==> src/rtl/ofdm_pkg.sv <==
// ----------------------------------------------------------------------------
// ofdm_pkg
// Shared types and default constants for the OFDM hard-decision bit packer.
//   mode_e  : modulation of a symbol (BPSK = 1 bit/bin, QPSK = 2 bits/bin)
//   state_e : packer FSM states
//   *_DEF   : default parameter values used by the packer and slicer
// ----------------------------------------------------------------------------
package ofdm_pkg;

    typedef enum logic {
        MODE_BPSK = 1'b0,
        MODE_QPSK = 1'b1
    } mode_e;

    typedef enum logic {
        ST_IDLE    = 1'b0,
        ST_COLLECT = 1'b1
    } state_e;

    localparam int DIN_W_DEF  = 17;
    localparam int NBINS_DEF  = 128;
    localparam int DOUT_W_DEF = 48;

endpackage : ofdm_pkg

==> src/rtl/ofdm_slicer.sv <==
// ----------------------------------------------------------------------------
// ofdm_slicer
// Purely combinational hard-decision slicer for one frequency bin.
// Ports:
//   i_din_r  : signed real component
//   i_din_i  : signed imaginary component
//   i_mode   : BPSK slices the real part only, QPSK slices both
//   o_bits   : decision bits, real part in bit 0, imaginary part in bit 1
//              (bit 1 is always 0 in BPSK)
//   o_nbits  : number of valid decision bits (1 or 2)
// ----------------------------------------------------------------------------
module ofdm_slicer
    import ofdm_pkg::*;
#(
    parameter int DIN_W = DIN_W_DEF
) (
    input  logic signed [DIN_W-1:0] i_din_r,
    input  logic signed [DIN_W-1:0] i_din_i,
    input  mode_e                   i_mode,
    output logic        [1:0]       o_bits,
    output logic        [1:0]       o_nbits
);

    // Only the sign decides a hard bit; the magnitude bits are deliberately
    // folded into a sink so their disuse is visible and intentional.
    logic w_unused_mag;
    assign w_unused_mag = ^{i_din_r[DIN_W-2:0], i_din_i[DIN_W-2:0]};

    // NOTE: every output gets a default at the top of the block, so no path
    // leaves a signal unassigned and no latch is inferred.
    always_comb begin
        o_bits  = {1'b0, i_din_r[DIN_W-1]};
        o_nbits = 2'd1;
        if (i_mode == MODE_QPSK) begin
            o_bits  = {i_din_i[DIN_W-1], i_din_r[DIN_W-1]};
            o_nbits = 2'd2;
        end
    end

endmodule : ofdm_slicer

==> src/rtl/ofdm_bit_packer.sv <==
// ----------------------------------------------------------------------------
// ofdm_bit_packer
// Collects NBINS frequency bins per OFDM symbol, slices each to 1 (BPSK) or
// 2 (QPSK) hard bits and packs them LSB-first into DOUT_W-bit words. A word
// is emitted as soon as it fills; the last bin of a symbol flushes the
// partial word (zero-padded) with LastOut set.
// Ports:
//   Clk, Reset          : clock, asynchronous active-high reset
//   Pushin, FirstData   : bin valid, bin-0 marker (qualified by Pushin)
//   DinR, DinI          : signed bin components
//   Mode                : 0 = BPSK, 1 = QPSK, sampled with FirstData only
//   PushOut, DataOut    : one-cycle word strobe, packed word (held when idle)
//   LastOut             : word is the final one of its symbol
//   SymErr              : one-cycle framing-error pulse
//   SymCount            : completed symbols, wraps at 16 bits
// ----------------------------------------------------------------------------
module ofdm_bit_packer
    import ofdm_pkg::*;
#(
    parameter int DIN_W  = DIN_W_DEF,
    parameter int NBINS  = NBINS_DEF,
    parameter int DOUT_W = DOUT_W_DEF
) (
    input  logic                    Clk,
    input  logic                    Reset,
    input  logic                    Pushin,
    input  logic                    FirstData,
    input  logic signed [DIN_W-1:0] DinR,
    input  logic signed [DIN_W-1:0] DinI,
    input  logic                    Mode,
    output logic                    PushOut,
    output logic        [DOUT_W-1:0] DataOut,
    output logic                    LastOut,
    output logic                    SymErr,
    output logic        [15:0]      SymCount
);

    localparam int BIN_W = $clog2(NBINS);
    localparam int PTR_W = $clog2(DOUT_W + 1);
    localparam logic [BIN_W-1:0] LAST_BIN = BIN_W'(NBINS - 1);
    localparam logic [PTR_W-1:0] FULL_PTR = PTR_W'(DOUT_W);

    generate
        if ((DOUT_W % 2) != 0 || DOUT_W < 2) begin : g_bad_dout_w
            $error("ofdm_bit_packer: DOUT_W must be even and at least 2");
        end
        if (NBINS < 2 || NBINS > 4096) begin : g_bad_nbins
            $error("ofdm_bit_packer: NBINS must lie in 2..4096");
        end
    endgenerate

    // ------------------------------------------------------------------ state
    state_e              r_state;
    mode_e               r_mode;
    logic [BIN_W-1:0]    r_bin_cnt;
    logic [PTR_W-1:0]    r_bit_ptr;
    logic [DOUT_W-1:0]   r_shift;
    logic                r_push_out;
    logic [DOUT_W-1:0]   r_data_out;
    logic                r_last_out;
    logic                r_sym_err;
    logic [15:0]         r_sym_count;

    state_e              w_state_nxt;
    mode_e               w_mode_nxt;
    logic [BIN_W-1:0]    w_bin_nxt;
    logic [PTR_W-1:0]    w_ptr_nxt;
    logic [DOUT_W-1:0]   w_shift_nxt;
    logic                w_push_nxt;
    logic [DOUT_W-1:0]   w_data_nxt;
    logic                w_last_nxt;
    logic                w_err_nxt;
    logic [15:0]         w_cnt_nxt;

    // ------------------------------------------------------- current bin view
    logic                w_start;
    logic                w_accept;
    mode_e               w_slice_mode;
    logic [1:0]          w_bits;
    logic [1:0]          w_nbits;
    logic [BIN_W-1:0]    w_cur_bin;
    logic [PTR_W-1:0]    w_cur_ptr;
    logic [DOUT_W-1:0]   w_cur_shift;
    logic [DOUT_W-1:0]   w_word;
    logic [PTR_W-1:0]    w_ptr_sum;

    assign w_start  = Pushin & FirstData;
    assign w_accept = Pushin & (FirstData | (r_state == ST_COLLECT));

    // A FirstData bin is sliced with the fresh Mode; later bins use the
    // latched one so mid-symbol Mode changes have no effect.
    assign w_slice_mode = w_start ? mode_e'(Mode) : r_mode;

    // A FirstData bin restarts from an empty word, discarding any partial
    // word of an aborted symbol.
    assign w_cur_bin   = w_start ? '0 : r_bin_cnt;
    assign w_cur_ptr   = w_start ? '0 : r_bit_ptr;
    assign w_cur_shift = w_start ? '0 : r_shift;

    // The pointer advances by 1 or 2 from 0 and DOUT_W is even, so in QPSK it
    // is always even and a bin's two bits always fit in the current word.
    assign w_word    = w_cur_shift | (DOUT_W'(w_bits) << w_cur_ptr);
    assign w_ptr_sum = w_cur_ptr + PTR_W'(w_nbits);

    ofdm_slicer #(
        .DIN_W (DIN_W)
    ) u_slicer (
        .i_din_r (DinR),
        .i_din_i (DinI),
        .i_mode  (w_slice_mode),
        .o_bits  (w_bits),
        .o_nbits (w_nbits)
    );

    // ------------------------------------------------ next-state and outputs
    always_comb begin
        w_state_nxt = r_state;
        w_mode_nxt  = r_mode;
        w_bin_nxt   = r_bin_cnt;
        w_ptr_nxt   = r_bit_ptr;
        w_shift_nxt = r_shift;
        w_push_nxt  = 1'b0;
        w_data_nxt  = r_data_out;
        w_last_nxt  = 1'b0;
        w_err_nxt   = 1'b0;
        w_cnt_nxt   = r_sym_count;

        // Framing errors: a stray bin while idle, or a restart mid-symbol.
        if (Pushin && !FirstData && r_state == ST_IDLE) begin
            w_err_nxt = 1'b1;
        end
        if (w_start && r_state == ST_COLLECT) begin
            w_err_nxt = 1'b1;
        end

        if (w_accept) begin
            if (w_start) begin
                w_mode_nxt  = mode_e'(Mode);
                w_state_nxt = ST_COLLECT;
            end

            if (w_cur_bin == LAST_BIN) begin
                // Final bin: flush whatever is there, full or partial.
                w_push_nxt  = 1'b1;
                w_data_nxt  = w_word;
                w_last_nxt  = 1'b1;
                w_cnt_nxt   = r_sym_count + 16'd1;
                w_state_nxt = ST_IDLE;
                w_bin_nxt   = '0;
                w_ptr_nxt   = '0;
                w_shift_nxt = '0;
            end else begin
                w_bin_nxt = w_cur_bin + BIN_W'(1);
                if (w_ptr_sum == FULL_PTR) begin
                    w_push_nxt  = 1'b1;
                    w_data_nxt  = w_word;
                    w_ptr_nxt   = '0;
                    w_shift_nxt = '0;
                end else begin
                    w_ptr_nxt   = w_ptr_sum;
                    w_shift_nxt = w_word;
                end
            end
        end
    end

    // NOTE: sequential state uses non-blocking assignments so every register
    // samples pre-edge values regardless of statement order.
    always_ff @(posedge Clk or posedge Reset) begin
        if (Reset) begin
            r_state     <= ST_IDLE;
            r_mode      <= MODE_BPSK;
            r_bin_cnt   <= '0;
            r_bit_ptr   <= '0;
            r_shift     <= '0;
            r_push_out  <= 1'b0;
            r_data_out  <= '0;
            r_last_out  <= 1'b0;
            r_sym_err   <= 1'b0;
            r_sym_count <= '0;
        end else begin
            r_state     <= w_state_nxt;
            r_mode      <= w_mode_nxt;
            r_bin_cnt   <= w_bin_nxt;
            r_bit_ptr   <= w_ptr_nxt;
            r_shift     <= w_shift_nxt;
            r_push_out  <= w_push_nxt;
            r_data_out  <= w_data_nxt;
            r_last_out  <= w_last_nxt;
            r_sym_err   <= w_err_nxt;
            r_sym_count <= w_cnt_nxt;
        end
    end

    assign PushOut  = r_push_out;
    assign DataOut  = r_data_out;
    assign LastOut  = r_last_out;
    assign SymErr   = r_sym_err;
    assign SymCount = r_sym_count;

endmodule : ofdm_bit_packer
==> config.mk <==
export PLATFORM = sky130hd
export DESIGN_NAME = ofdm_bit_packer
export DESIGN_NICKNAME = d
export VERILOG_FILES = /design/src/rtl/ofdm_pkg.sv /design/src/rtl/ofdm_slicer.sv /design/src/rtl/ofdm_bit_packer.sv
export SDC_FILE = /design/constraint.sdc
export NUM_CORES = 1
export LEC_CHECK = 0
export CORE_ASPECT_RATIO = 0.9
export CORE_MARGIN = 2
export CORE_UTILIZATION = 59
export CTS_BUF_LIST = sky130_fd_sc_hd__clkbuf_4
export CTS_CLUSTER_SIZE = 16
export DETAILED_ROUTE_END_ITERATION = 12
export GPL_TIMING_DRIVEN = 0
export PLACE_DENSITY = 0.88
export SLEW_MARGIN = 30
export SYNTH_ARGS = -nofsm -noshare
export SYNTH_HDL_FRONTEND = slang
export SYNTH_SLANG_ARGS = --single-unit
==> constraint.sdc <==
create_clock -name Clk -period 12.6 [get_ports Clk]
set_input_delay 3.15 -clock Clk [delete_from_list [all_inputs] [get_ports Clk]]
set_output_delay 3.15 -clock Clk [all_outputs]
set_load 0.05 [all_outputs]
Word level (Yosys, flattened, before mapping)
Index checks and enable logic that the tools add are counted.
W data, S select, Z words.
{"block": "op_classes", "n_addsub": 3, "n_eq_ne": 2, "shifts": 1, "mux": 22, "n_bitwise": 5, "reduce_logical": 9}
{"op": "$mux W48", "count": 5}
{"op": "$or A48 B48 Y48", "count": 1}
{"op": "$shl A2 B6 Y48", "count": 1}
{"op": "$mux W6", "count": 3}
{"op": "$add A16 B1 Y16 const B", "count": 1}
{"op": "$mux W7", "count": 2}
{"op": "$mux W1", "count": 10}
{"op": "$add A7 B1 Y7 const B", "count": 1}
{"op": "$eq A7 B7 Y1 const B", "count": 1}
{"op": "$add A6 B2 Y6", "count": 1}
{"op": "$eq A6 B6 Y1 const B", "count": 1}
{"op": "$reduce_and A2 Y1", "count": 3}
{"op": "$mux W2", "count": 2}
{"op": "$reduce_bool A2 Y1", "count": 2}
{"op": "$logic_and A1 B1 Y1", "count": 3}
{"op": "$and A1 B1 Y1", "count": 2}
{"op": "$logic_not A1 Y1", "count": 1}
{"op": "$not A1 Y1", "count": 1}
{"op": "$or A1 B1 Y1", "count": 1}
{"block": "totals", "register_bits": 130, "inputBits": 39, "output_inout_bits": 67, "word_cells": 52}

Longest topological paths before layout
Gate-level depths: netlist (run 1).
{"block": "depth", "ltp_word": 8, "depth_mapped": 15, "ltp_nobuf": 10}

Cells and area by module
From an unflattened synthesis (run 1), not the netlist that was laid out.
{"block": "hier_totals", "hier_cells": 594, "area_unflattened_um2": 6022.0}
{"mod": "ofdm_bit_packer", "instances": 1, "cells_per_inst": 590, "area_per_inst_um2": 5997.0}
{"mod": "ofdm_slicer", "instances": 1, "cells_per_inst": 4, "area_per_inst_um2": 25.0}

Least setup slack after synthesis (run 1)
OpenSTA, ideal clock, no wires.
{"block": "synth_timing", "kind": "in2reg", "start": "input Pushin", "end": "register r_data_out[0], in the netlist DataOut[0]", "setup_time_ns": 0.128, "arrival_ns": 5.693, "required_ns": 12.472, "slack_ns": 6.779, "cell_stages": 14, "n_path_buf": 4, "cell_sequence": "buf_2 -> nand2_1 -> clkbuf_1 -> clkbuf_1 -> nor2_1 -> a21oi_1 -> ha_1 -> a21oi_1 -> o311a_1 -> o2bb2a_4 -> nand2_4 -> o21a_4 -> buf_6 -> mux2_1"}
{"block": "synth_via", "elab_chain_cells": 7, "elab_cells_between_ends": 17, "classes_between": "add/sub: 1; eq/ne: 2; shift: 1; mux: 8; bitwise: 3; reduce/logical: 2"}
{"element": "start, declared", "line_no": "ofdm_bit_packer.sv:26", "source": "input logic Pushin,"}
{"element": "$and A1 B1 Y1", "line_no": "ofdm_bit_packer.sv:87", "source": "assign w_start = Pushin & FirstData;"}
{"element": "$mux W1"}
{"element": "$mux W2", "line_no": "ofdm_slicer.sv:34", "source": "if (i_mode == MODE_QPSK) begin"}
{"element": "$add A6 B2 Y6 / $shl A2 B6 Y48 (equally long branches)", "line_no": "ofdm_bit_packer.sv:103, ofdm_bit_packer.sv:102"}
{"element": "$eq A6 B6 Y1 / $or A48 B48 Y48 (equally long branches)", "line_no": "ofdm_bit_packer.sv:154, ofdm_bit_packer.sv:102"}
{"element": "$reduce_bool A2 Y1 (no line) / $mux W48 (equally long branches)"}
{"element": "$reduce_and A2 Y1 (no line) / $mux W48 (equally long branches)"}
{"element": "end signal, assigned", "line_no": "ofdm_bit_packer.sv:188", "source": "r_data_out <= w_data_nxt;"}
{"element": "end, declared", "line_no": "ofdm_bit_packer.sv:59", "source": "logic [DOUT_W-1:0] r_data_out;"}
Several ways; a longest one is shown, not always the timed one. The select of a mux whose other input is x is not followed.
A chain may end at the register's enable or synchronous reset.

Final worst setup path (run 1)
{"block": "layout_timing", "start": "input Pushin", "end": "register r_sym_count[11], in the netlist SymCount[11]"}
{"block": "layout_via", "elab_chain_cells": 4, "elab_cells_between_ends": 5, "classes_between": "eq/ne: 1; mux: 1; bitwise: 2; reduce/logical: 1"}
{"element": "$and A1 B1 Y1", "line_no": "ofdm_bit_packer.sv:87"}
{"element": "$mux W7", "line_no": "ofdm_bit_packer.sv:96", "source": "assign w_cur_bin = w_start ? '0 : r_bin_cnt;"}
{"element": "$eq A7 B7 Y1", "line_no": "ofdm_bit_packer.sv:142", "source": "if (w_cur_bin == LAST_BIN) begin"}
{"element": "$reduce_and A2 Y1 (no line) (*)"}
{"element": "end signal, assigned", "line_no": "ofdm_bit_packer.sv:191", "source": "r_sym_count <= w_cnt_nxt;"}
{"element": "end, declared", "line_no": "ofdm_bit_packer.sv:62", "source": "logic [15:0] r_sym_count;"}
Mark *: on every way between the ends. The rest lies on a longest branch, timed or not.

==> results.yml, run 1 <==
outcome:
  outcome: "completed"
synthesis:
  synth_warnings: 0
  synthCells: 566
  synth-compound-area-share: 0.1820
  synthArstFlopShare: 1.000
  syn-num-nets: 608
  synthXorXnorAreaFrac: 0.02677
  ys_seq_area_frac: 0.5233
  synth_adder_area_share: 0.006039
  yosys-top-cells-area: "dfrtp_1 (52%), mux2_1 (6.7%), a22o_1 (5.6%), nor2_1 (2.9%), nand2_1 (2.8%)"
  yosys.area.top_type: "dfrtp_1"
  synthMuxAreaShare: 0.08837
  yosys.area.top_type_share: 0.5233
  synth-edff-count: 0
  synth_top_family_by_area: "compound AO/OA/AOI/OAI gates"
  syn-cell-area_um2: 6216
  syn-mean-instance-area_um2: 10.98
  synth_cell_types: 58
  ys.flop_type: "dfrtp_1"
  synth-simple-area-share: 0.1258
  ys_seq_elements: 130
layout:
  final_common_cell: "dfrtp_1"
  area_delta_synth_final_pct: 20.37
  final_cell_mix: "dfrtp_1 (130), clkdlybuf4s50_1 (72), nor2_1 (48)"
  drive_above_1_share: 0.1045
  fin_nets: 700
  design_area_um2: 7482
  final_cell_count_no_fill: 799
  diodes: 0
drt:
  via_per_inst: 6.367
  routed_wl_um: 15990
  antenna_left: 0
  wl_per_cell_um: 20.02
  num_vias: 5087
  drc: 0
  drt_iter0_markers: 476
  dr.pass1.iters: 5
placed_design:
  dp_cells: 768
  io_buffers: 72
  place_congestion: 0.8938
  postPlaceCellArea_um2: 7133
  dp_hpwl_um: 11350
hold_path:
  worst_hold_path.endpoint: "DataOut[28]"
  whs_path_depth: 1
  hp-start: "DataOut[28]"
  hold_class: "flop to flop"
floorplan:
  die-area_um2: 11370
  rows: 35
  ioPinCount: 106
  die_w_um: 112.2
  core_um2: 10250
  die_h_um: 101.4
  start_util: 0.6066
timing:
  rsz0062_at_grt: "false"
  drv_slew: 0
  finalClockSkew_ns: 0.02626
  final.setup.tns_ns: 0
  min_period_over_period: 0.5427
  slew_headroom: 0.4202
  setup_viol: 0
  fin_crit_ns: 6.838
  fmax_mhz: 146.2
  hold_viol: 0
  tightest_slew_ns: 0.8617
worst_setup_path:
  path_max_fanout: 10
  r2r_cells: 12
  critPathKind: "input pin to flop"
  end_kind: "flop"
  worstPathArrival_ns: 7.27
  r2r-end: "r_shift[15]"
  timing.rr.start: "r_bit_ptr[1]"
  r2r_slack_ns: 9.29
  start_kind: "input pin"
  critPathRequiredTime_ns: 13.03
global_routing:
  grt_pass1_wl_um: 26250
  antenna_found_initial: 0
  grt_start_max_net_pins: 73
  grt_pass1_vias: 5156
  grtUsageTotal: 0.2972
  global_route.overflow_total: 0
clock_tree:
  cts_tree: "done"
  cts.sinks: 130
  cts_resized: 0
  clkLatencyLatePin_ns: 0.55
  clock-root-buffer: "clkbuf_4"
  htreeDepth: 4
  clk_pin_slew_ns: 0.11
  cts_setup_buffers: 0
  clock_path_buffers: 2
  cts_made_buffers: 17
  ctsHoldBuffers: 0
power_and_ir_drop:
  total_power_mw: 1.146
  ir_drop_uv: 127.0
  cellLeakagePower_nw: 3.531
  powerDensity_nw_per_um2: 153.2
flow_run:
  cap_violations: 0
[metrics by stage]
stage / hold WS [ns] / setup slack, ns / util
after detailed placement: 0.4752 / 5.320 / 0.6961
after global routing: 0.5162 / 5.588 / 0.7302
after CTS: 0.5064 / 5.885 / 0.7297
after global placement: 0.4653 / 4.390 / 0.6927
final: 0.5003 / 5.762 / 0.7302
after floorplan: 0.4510 / 5.981 / -
[sequential cells by signal, indices dropped and copies added, names as in the netlist]
signal	count
r_bin_cnt	7
SymErr	1
LastOut	1
PushOut	1
SymCount	16
r_mode	1
DataOut	48
r_state	1
r_shift	48
r_bit_ptr	6
[power by group]
group / internal [mW] / switching [mW] / total [mW] / leakage (nW)
clock: 0.179 / 0.160 / 0.339 / 0.175
combinational: 0.107 / 0.207 / 0.314 / 1.63
sequential: 0.463 / 0.0312 / 0.494 / 1.73
[critical path, stage by stage]
cell and delay [ns]:
clkdlybuf4s50_1 0.41, buf_2 0.19, nand2_1 0.22, clkbuf_1 0.48, clkbuf_1 0.57, and2_1 0.25
ha_1 0.24, o2111ai_1 0.19, nor4b_4 0.48, inv_1 0.16, nor3_1 0.54, nand4_1 0.21
xnor2_1 0.16
[cell usage after synthesis (all sizes together) (4+ instances only)]
cell type  count
nor3           8
o2bb2ai       12
a31oi          6
buf           21
mux2i         11
o21ai         33
nand4          6
nor2b          4
inv           20
nand2         48
a22o          40
nand3         15
mux2          39
o22ai          4
clkbuf        16
dfrtp        130
xnor2         13
a21oi         16
a32o          15
nand2b         4
and2           6
nor2          48
and3           6
xor2           6
[logic make-up after synthesis]
| logic type | after synthesis |
|---|---|
| DFF | 130 |
| muxes | 50 |
| AOI/OAI and AO/OA | 147 |
| adders and majority gates | 3 |
| buffers and inverters | 57 |
| and+or+nand+nor | 160 |
| xor gates and xnor gates | 19 |
[area by class of cell]
type / count / area (um^2)
flip-flops and latches: 130 / 3253
fillers: 724 / 2765
multi-input cells: 379 / 2671
repair buffers: 73 / 748.2
plain buffers: 37 / 221.5
clock inverters: 13 / 209.0
well taps: 129 / 161.4
clock buffers: 18 / 135.1
inverters: 20 / 82.58
[worst max-delay path by stage]
| stage | start | endpoint | slack (ns) | cells past startpoint |
|---|---|---|---|---|
| 4_1_cts | Pushin | SymCount[11] | 5.88 | 13 |
| 3_5_place_dp | Pushin | SymCount[11] | 5.32 | 13 |
| 6_report | Pushin | SymCount[11] | 5.76 | 13 |
| 2_1_floorplan | Reset | DataOut[0] | 5.98 | 1 |
| 5_1_grt | Pushin | SymCount[15] | 5.59 | 13 |
| 3_3_place_gp | Reset | DataOut[10] | 4.39 | 2 |
[routing by layer]
metal | part of all wire | track usage
met5 | 0 | 0
met4 | 0.019 | 0.1126
met3 | 0.091 | 0.07481
met2 | 0.47 | 0.4611
met1 | 0.42 | 0.4122
Note: power is estimated with default switching activity, not from simulation.
==> inputs of run 2 (changes only) <==
- CORE_UTILIZATION: 59 -> 50
- PLACE_DENSITY: 0.88 -> 0.79
- clock period: 12.6 -> 5.9 ns (I/O delays scaled with it)
==> run 2 against run 1 <==
Effect of this change:
- via count shrank 2.9%
- design area decreased by 0.79%
- global-route usage fell by 4.1 points
- first-iteration DRC count down 21%
==> results.yml, run 2 (synthesized netlist as in run 1, its figures left out) <==
floorplan:
  die_w_um: 121.5
  ioPinCount: 106
  start_util: 0.5147
  rows: 38
  die-area_um2: 13340
  die_h_um: 109.8
  core_um2: 12080
clock_tree:
  htreeDepth: 4
  ctsHoldBuffers: 0
  clock_path_buffers: 2
  cts_setup_buffers: 0
  clk_pin_slew_ns: 0.10
  cts_made_buffers: 17
  cts.sinks: 130
  clock-root-buffer: "clkbuf_4"
  cts_resized: 0
  cts_tree: "done"
  clkLatencyLatePin_ns: 0.53
timing:
  min_period_over_period: 0.8357
  hold_viol: 0
  slew_headroom: 0.3263
  drv_slew: 0
  fin_crit_ns: 4.931
  finalClockSkew_ns: 0.01788
  fmax_mhz: 202.8
  setup_viol: 0
  rsz0062_at_grt: "false"
  tightest_slew_ns: 1.001
drt:
  wl_per_cell_um: 19.04
  dr.pass1.iters: 5
  num_vias: 4938
  via_per_inst: 5.949
  drc: 0
  antenna_left: 0
  drt_iter0_markers: 378
  routed_wl_um: 15810
placed_design:
  place_congestion: 0.9551
  dp_cells: 799
  dp_hpwl_um: 11220
  postPlaceCellArea_um2: 7172
  io_buffers: 72
layout:
  fin_nets: 700
  drive_above_1_share: 0.09567
  final_cell_mix: "dfrtp_1 (130), clkdlybuf4s50_1 (72), nor2_1 (48)"
  area_delta_synth_final_pct: 19.42
  final_cell_count_no_fill: 830
  final_common_cell: "dfrtp_1"
  design_area_um2: 7423
power_and_ir_drop:
  powerDensity_nw_per_um2: 306.0
  p_comb_frac: 0.295
  switching_power_mw: 0.8039
  ir_drop_uv: 179.5
  cellLeakagePower_nw: 3.497
  switching_share: 0.3538
  pwr-share-clk: 0.242
  seqPwrFrac: 0.464
  intPower_mw: 1.468
worst_setup_path:
  worstPathArrival_ns: 5.31
  critPathRequiredTime_ns: 6.28
  start_kind: "input pin"
  path_max_fanout: 10
  end_kind: "flop"
  critPathKind: "input pin to flop"
global_routing:
  grt_start_max_net_pins: 69
  global_route.overflow_total: 0
  grtUsageTotal: 0.2565
  grt_pass1_vias: 4855
  grt_pass1_wl_um: 25790
  antenna_found_initial: 1
flow_run:
  cap_violations: 0
outcome:
  outcome: "completed"
hold_path:
  hold_class: "flop to flop"
run 2: critical path: stages:
cell	delay [ns]
clkdlybuf4s50_1	0.41
buf_2	0.19
nand2_1	0.21
clkbuf_1	0.47
clkbuf_1	0.55
and2_1	0.24
ha_1	0.26
nand3_1	0.13
nor3_2	0.32
nor2_1	0.17
a21oi_1	0.68
o22ai_1	0.20
run 2: per-stage QoR:
stage               utilization  hold WS [ns]  total power, mW  TNS (ns)  setup WS, ns
CTS                      0.6141        0.4958            2.273         0         1.009
floorplan                     -        0.4510            1.525         0        0.9557
detailed placement       0.5939        0.4708            1.723         0        0.4365
finish                   0.6147        0.4948            2.272         0        0.9694
global route             0.6147        0.5065            2.395         0        0.6258
global placement         0.5910        0.4673            1.700    -92.86       -0.7234
run 2: path summary, 6_finish.rpt:
kind | startpoint | endpoint | slack (ns) | cells past startpoint
min reg2reg | SymCount[15] | SymCount[15] | 0.49 | 1
max reg2reg | r_bit_ptr[1] | r_shift[11] | 2.67 | 12
min in group asynchronous | Reset | SymErr | 1.36 | 2
max in group asynchronous | Reset | DataOut[11] | 3.84 | 3
max | Pushin | r_shift[45] | 0.97 | 12
min | SymCount[15] | SymCount[15] | 0.49 | 1
run 2: per-layer routing:
layer  global-route usage  wire (um)
met4               0.1084        362
met5                    0          0
met3              0.05757       1195
met2               0.3824       7014
met1               0.3635       7233
run 2: cell type report:
| class | count | area [um^2] |
|---|---|---|
| diodes | 1 | 2.502 |
| fillers | 1059 | 4653 |
| flip-flops and latches | 130 | 3253 |
| clock inverters | 10 | 93.84 |
| clock buffers | 20 | 150.1 |
| multi-input cells | 379 | 2671 |
| inverters | 20 | 82.58 |
| well taps | 160 | 200.2 |
| repair buffers | 73 | 748.2 |
| plain buffers | 37 | 221.5 |
run 2: power by group through the flow:
stage          Clock [mW]  Sequential (mW)  Combinational, mW
2_1_floorplan           0             1.14              0.390
3_3_place_gp            0             1.06              0.636
3_5_place_dp            0             1.07              0.655
4_1_cts             0.563             1.05              0.659
5_1_grt             0.595             1.07              0.733
6_report            0.549             1.05              0.669
